### src/rtl/exec_unit_mc.sv
// Multi-cycle execute unit: one instruction at a time, result held on the CDB until cdb_ready.
// Latency is 2/4/6 edges for add-sub-address/mul/div and 1 for illegal funcs; flush and reset kill the op.
module exec_unit_mc #(
  parameter int DATA_W  = 8,
  parameter int TAG_W   = 3,
  parameter int RD_W    = 4,
  parameter int LAT_AS  = 2,
  parameter int LAT_MUL = 4,
  parameter int LAT_DIV = 6
) (
  input  logic                clk1,
  input  logic                rst_n,
  input  logic                issue_valid,
  output logic                issue_ready,
  input  logic [3:0]          func,
  input  logic [DATA_W-1:0]   rs1_data,
  input  logic [DATA_W-1:0]   rs2_data,
  input  logic [TAG_W-1:0]    rob_ind,
  input  logic [RD_W-1:0]     rd,
  input  logic                flush,
  output logic                cdb_valid,
  input  logic                cdb_ready,
  output logic [2*DATA_W-1:0] cdb_result,
  output logic [TAG_W-1:0]    cdb_rob,
  output logic [RD_W-1:0]     cdb_rd,
  output logic                cdb_mem,
  output logic                cdb_exc,
  output logic                busy
);

  localparam logic [1:0] IDLE = 2'd0;
  localparam logic [1:0] EXEC = 2'd1;
  localparam logic [1:0] DONE = 2'd2;

  localparam int LAT_MAX = (LAT_AS > LAT_MUL) ? ((LAT_AS > LAT_DIV) ? LAT_AS : LAT_DIV)
                                              : ((LAT_MUL > LAT_DIV) ? LAT_MUL : LAT_DIV);
  localparam int CNT_W = $clog2(LAT_MAX + 1);

  logic [1:0]          state;
  logic [CNT_W-1:0]    cnt;
  logic [3:0]          func_q;
  logic [DATA_W-1:0]   a_q, b_q;
  logic [2*DATA_W-1:0] a_x, b_x, res_n;
  logic                exc_n, mem_n;

  function automatic logic [CNT_W-1:0] lat_of(input logic [3:0] f);
    case (f)
      4'b0000, 4'b0001, 4'b0100, 4'b0101: lat_of = CNT_W'(LAT_AS);
      4'b0010:                            lat_of = CNT_W'(LAT_MUL);
      4'b0011:                            lat_of = CNT_W'(LAT_DIV);
      default:                            lat_of = CNT_W'(1);
    endcase
  endfunction

  assign a_x = {{DATA_W{1'b0}}, a_q};
  assign b_x = {{DATA_W{1'b0}}, b_q};

  always_comb begin
    res_n = '0;
    exc_n = 1'b0;
    mem_n = 1'b0;
    case (func_q)
      4'b0000: res_n = a_x + b_x;
      4'b0001: res_n = a_x - b_x;
      4'b0010: res_n = a_x * b_x;
      4'b0011: begin
        // divide by zero: all-ones quotient, dividend passed through as remainder
        if (b_q == '0) begin
          res_n = {a_q, {DATA_W{1'b1}}};
          exc_n = 1'b1;
        end else begin
          res_n = {a_q % b_q, a_q / b_q};
        end
      end
      4'b0100, 4'b0101: begin
        res_n = a_x + b_x;
        mem_n = 1'b1;
      end
      default: exc_n = 1'b1;
    endcase
  end

  always_ff @(posedge clk1 or negedge rst_n) begin
    if (!rst_n) begin
      state      <= IDLE;
      cnt        <= '0;
      func_q     <= '0;
      a_q        <= '0;
      b_q        <= '0;
      cdb_result <= '0;
      cdb_rob    <= '0;
      cdb_rd     <= '0;
      cdb_mem    <= 1'b0;
      cdb_exc    <= 1'b0;
    end else if (flush) begin
      state <= IDLE;
      cnt   <= '0;
    end else begin
      case (state)
        IDLE: begin
          if (issue_valid) begin
            func_q  <= func;
            a_q     <= rs1_data;
            b_q     <= rs2_data;
            cdb_rob <= rob_ind;
            cdb_rd  <= rd;
            cnt     <= lat_of(func);
            state   <= EXEC;
          end
        end
        EXEC: begin
          cnt <= cnt - CNT_W'(1);
          if (cnt == CNT_W'(1)) begin
            cdb_result <= res_n;
            cdb_mem    <= mem_n;
            cdb_exc    <= exc_n;
            state      <= DONE;
          end
        end
        DONE: begin
          if (cdb_ready) state <= IDLE;
        end
        default: state <= IDLE;
      endcase
    end
  end

  assign issue_ready = (state == IDLE);
  assign cdb_valid   = (state == DONE);
  assign busy        = (state != IDLE);

endmodule

### config.mk
export PLATFORM = sky130hd
export DESIGN_NAME = exec_unit_mc
export DESIGN_NICKNAME = d
export VERILOG_FILES = /design/src/rtl/exec_unit_mc.sv
export SDC_FILE = /design/constraint.sdc
export NUM_CORES = 1
export LEC_CHECK = 0
export CELL_PAD_IN_SITES_DETAIL_PLACEMENT = 1
export CELL_PAD_IN_SITES_GLOBAL_PLACEMENT = 1
export CORE_MARGIN = 2
export CORE_UTILIZATION = 30
export DETAILED_ROUTE_END_ITERATION = 10
export PLACE_DENSITY = 0.63
export SYNTH_ARGS = -nofsm -noshare
export SYNTH_HDL_FRONTEND = slang
export SYNTH_SLANG_ARGS = --single-unit
### constraint.sdc
create_clock -name clk1 -period 14.73 [get_ports clk1]
set_clock_uncertainty 0.2 [all_clocks]
set_input_delay 2.2095 -clock clk1 [delete_from_list [all_inputs] [get_ports clk1]]
set_output_delay 2.2095 -clock clk1 [all_outputs]
set_load 0.05 [all_outputs]
## Word-level counts from Yosys, hierarchy flattened

Cells that the tools add are included.

- Word-level logic and storage cells: 61
- Output and inout port bits: 28
- Flip-flop bits (word level): 50

- Reductions and logical operators: 14
- Equal/unequal tests: 16
- Div/mod/pow operators: 2
- Add/subtract/negate cells: 3
- $mul: 1
- Mux-type cells: 14
- Bitwise gates (word level): 1

Operator list:

| cell | count |
|---|---|
| $pmux 16 s4 | 1 |
| $eq 4x2->1 const B | 4 |
| $eq 4x3->1 const B | 4 |
| $mul 8x8->16 | 1 |
| $mux 16 | 1 |
| $add 8x8->9 | 1 |
| $pmux 3 s3 | 1 |
| $reduce_and 3->1 | 3 |
| $sub 8x8->9 | 1 |
| $div 8x8->8 | 1 |
| $eq 4x1->1 const B | 2 |
| $logic_not 4->1 | 2 |
| $logic_not 8->1 | 1 |
| $mod 8x8->8 | 1 |
| $mux 2 | 4 |
| $mux 3 | 2 |
| $ne 3x2->1 const B | 2 |
| $pmux 2 s3 | 1 |
| $pmux 3 s2 | 1 |
| $reduce_or 5->1 | 1 |
| $reduce_or 4->1 | 1 |
| $eq 3x1->1 const B | 1 |
| $ne 3x3->1 const B | 1 |
| $reduce_bool 3->1 | 1 |
| other kinds (11) | 12 |

## Depth between registers and ports, before layout

- Word-level depth: 6
- Mapped depth: 51
- Depth with buffers taken out: 50

## Worst setup path before layout

No wires, ideal clock.

- Path type: reg2reg
- Start point: reg b_q[6]
- End point: reg cdb_result[15]
- Period minus slack after synthesis: 10.914 ns
- Buffers on the path: 3
- Library setup time: 0.138 ns
- Arrival: 10.576 ns
- Stages on the path, launching flop included: 48
- Path slack: 3.816 ns
- Data required time: 14.392 ns
- Path through: dfrtp_1 -> buf_6 -> nor4_4 -> a31oi_1 -> a31oi_1 -> ha_1 -> a21o_1 -> a31o_2 -> o21ai_1 -> inv_1 -> ha_1 -> o211ai_1 -> a211oi_2 -> nor4_1 -> a311oi_1 -> inv_1 -> ha_1 -> a21boi_0 -> [12 not listed] -> nor3b_1 -> a21oi_1 -> inv_1 -> ha_1 -> nor3_1 -> a211oi_1 -> a21oi_1 -> o22ai_2 -> mux2_2 -> ha_1 -> a211oi_1 -> o21bai_1 -> a21o_1 -> o221ai_1 -> clkbuf_1 -> o21ai_0 -> o31ai_1 -> o311ai_1

- Longest elaborated chain between the ends: 3

RTL lines:

| what | RTL line | RTL |
|---|---|---|
| start, declared | 42 | `logic [DATA_W-1:0] a_q, b_q;` |
| start signal, assigned | 104 | `b_q <= rs2_data;` |
| $mod 8x8->8 or $logic_not 8->1 (tied branches) | 72, 68 |  |
| $mux 16 | 68 | `if (b_q == '0) begin` |
| $pmux 16 s4 * | 62 | `case (func_q)` |
| end signal, assigned | 114 | `cdb_result <= res_n;` |
| end, declared | 23 | `output logic [2*DATA_W-1:0] cdb_result,` |

Mark *: on every way between the ends. The rest lies on a longest branch, timed or not.
A chain may end at the register's enable or synchronous reset.

## Worst setup path after layout

- Start point: reg b_q[7]
- End point: reg cdb_result[8]

Same word-level chain as after synthesis.

==> results_dict.tcl <==
set metrics [dict create \
    status "finished clean" \
    cp_top_family "compound AO/OA/AOI/OAI gates" \
    fin_crit_sh_pct 86.9 \
    antenna_found_initial 0 \
    placed_cells 1117 \
    post-cts-setup-buffers 0 \
    hold_viol_final 0 \
    drive_gt1_share_pct 5.21 \
    yosys.cell_types.count 71 \
    tns_ns 0 \
    syn_inst 801 \
    io_pins 60 \
    crit_path_end_kind "flop" \
    ys_warn_count 0 \
    synth_edf_count 0 \
    syn_nets 965 \
    synth_seq_area_share_pct 18.6 \
    cp_max_fo 17 \
    cts.reportedPaths.clkPinSlew_ns 0.08 \
    min-delay-start "cdb_result[1]$_DFFE_PN0P_" \
    synthTopCellsByArea "dfrtp_1 19%, ha_1 17%, fa_1 12%, inv_1 4.9%, nand2_1 4.3%" \
    synthFlopType "dfrtp_1" \
    worstMarginPinSlew_ns 1.26 \
    numCtsBuffers 5 \
    crit_slowest_cell "dfrtp_1" \
    drc 0 \
    fin_util_pct 35.3 \
    cp.arrival_ns 12.77 \
    fin_cells 1125 \
    ctsResizeCount 0 \
    grt_pass1_wl_mm 37.5 \
    h-tree-depth 2 \
    placement_rows 54 \
    synth_most_common_cell "ha_1" \
    drt-initial-drc-count 289 \
    worst-path-buf-inv 3 \
    hold_class "reg2reg" \
    die_h_um 154 \
    hold_buffers 0 \
    wl_per_cell_um 20.5 \
    clkLatencyLatePin_ns 0.31 \
    cts_buffer_depth 2 \
    first_pass_iters 4 \
    worstSetupStartpoint "b_q[7]$_DFFE_PN0P_" \
    nets 1008 \
    cpPeakStageDelay_ns 0.66 \
    slew_viol_final 0 \
    reg2reg_from "b_q[7]$_DFFE_PN0P_" \
    synth_top_cell_by_area "dfrtp_1" \
    hpwl_mm 18.3 \
    max_freq_mhz 78.1 \
    io_buffer_count 59 \
    synthArstFlopShare_pct 100 \
    required_ns 14.71 \
    die_w_um 154 \
    period_needed_ns 12.80 \
    synth-seq-cells 50 \
    gr-usage-all-layers_pct 20.0 \
    via_per_inst 5.39 \
    core_um2 21900 \
    synth_top_area_share_pct 18.6 \
    gp_congestion 0.860 \
    slew_headroom_pct 15.0 \
    route.vias.total 6063 \
    finalSetupViolCount 0 \
    antenna_cells 0 \
    crit_top_cell "ha_1" \
    cts_sinks 50 \
    wl_mm 23.0 \
    cts-root-buf "clkbuf_16" \
    grt_max_degree 51 \
    start_util_pct 30.7 \
    grt_pass1_vias 6552 \
    ys_top_cells_by_count "93 x ha_1, 87 x inv_1, 78 x nand2_1" \
    cts_tree "done" \
    areaGrowthSynthToFinish_pct 14.9 \
    overflow 0 \
    syn_avg_cell_area_um2 8.40 \
    netlist_area_um2 6730 \
    maxCapViolations 0 \
    worstSetupStartpointType "flop" \
    rsz0062_at_grt "false" \
    critPathKind "reg2reg" \
    ant_nets 0 \
    dieArea_um2 23700 \
]
## path summary, 6_finish.rpt
kind,slack (ns),end,cells after the start
min in group asynchronous,1.85,cdb_result[6]$_DFFE_PN0P_,2
setup / recovery,1.93,cdb_result[8]$_DFFE_PN0P_,45
hold reg to reg,0.29,cdb_result[1]$_DFFE_PN0P_,2
hold / removal,0.29,cdb_result[1]$_DFFE_PN0P_,2
setup reg to reg,1.93,cdb_result[8]$_DFFE_PN0P_,45
max in group asynchronous,11.98,b_q[0]$_DFFE_PN0P_,2
## worst reg2reg max path: cells and delay by family, from the launching register on
kind | cells | cell delay [ns]
flops | 1 | 0.66
fa+ha+maj | 7 | 2.36
compound gates | 27 | 6.97
buf+inv | 3 | 0.42
simple gates | 6 | 1.25
mux | 2 | 0.81
## per-stage QoR
stage                     worst slack, ns  hold slack (ns)  instance area [µm²]
after floorplan                      3.82            0.249                 6730
after global placement               2.41            0.268                 7580
after detailed placement             2.13            0.275                 7580
after CTS                            2.09            0.294                 7730
after global routing                0.977            0.320                 7730
final                                1.93            0.289                 7730
## registers in the layout, summed over array words and instances, names as in the netlist
| signal | count |
|---|---|
| state | 2 |
| cdb_rob | 3 |
| cdb_mem | 1 |
| a_q | 8 |
| cnt | 3 |
| func_q | 4 |
| cdb_rd | 4 |
| cdb_result | 16 |
| b_q | 8 |
| cdb_exc | 1 |
## kinds of logic after synthesis
kind of cell | Yosys count | share of synthesized area, %
simple gates | 226 | 15.8
flops | 50 | 18.6
xor+xnor | 27 | 3.51
compound gates | 228 | 22.7
mux | 23 | 3.83
fa+ha+maj | 132 | 28.9
buf+inv | 115 | 6.71
## routing by layer
| metal | up-vias | routed length (µm) | track usage (%) | share of wire, % |
|---|---|---|---|---|
| li1 | 2917 | - | - | - |
| met1 | 3010 | 11200 | 28.4 | 49 |
| met4 | 0 | 631 | 5.64 | 2.7 |
| met2 | 104 | 10500 | 32.4 | 46 |
| met5 | - | 0 | 0 | 0 |
| met3 | 32 | 703 | 2.09 | 3.1 |
## area by class of cell
type | instances | area (µm²)
Fill cell | 2630 | 14200
Multi-Input combinational cell | 636 | 5030
Sequential cell | 50 | 1250
Timing Repair Buffer | 63 | 616
Tap cell | 280 | 350
Inverter | 88 | 330
Clock buffer | 5 | 125
Clock inverter | 3 | 28.8
## cell usage in the layout, fill, tap and decap left out, types with 17 or more instances in the layout
cell             instances
nor3_1                  24
nor2_1                  62
a21oi_1                 49
a211oi_1                17
clkdlybuf4s50_1         58
dfrtp_1                 50
o21ai_0                 52
inv_1                   87
ha_1                    93
nand2_1                 78
fa_1                    39
Power is not shown: default switching activity piles up to over one toggle a cycle in this logic, so the estimate is an artifact.
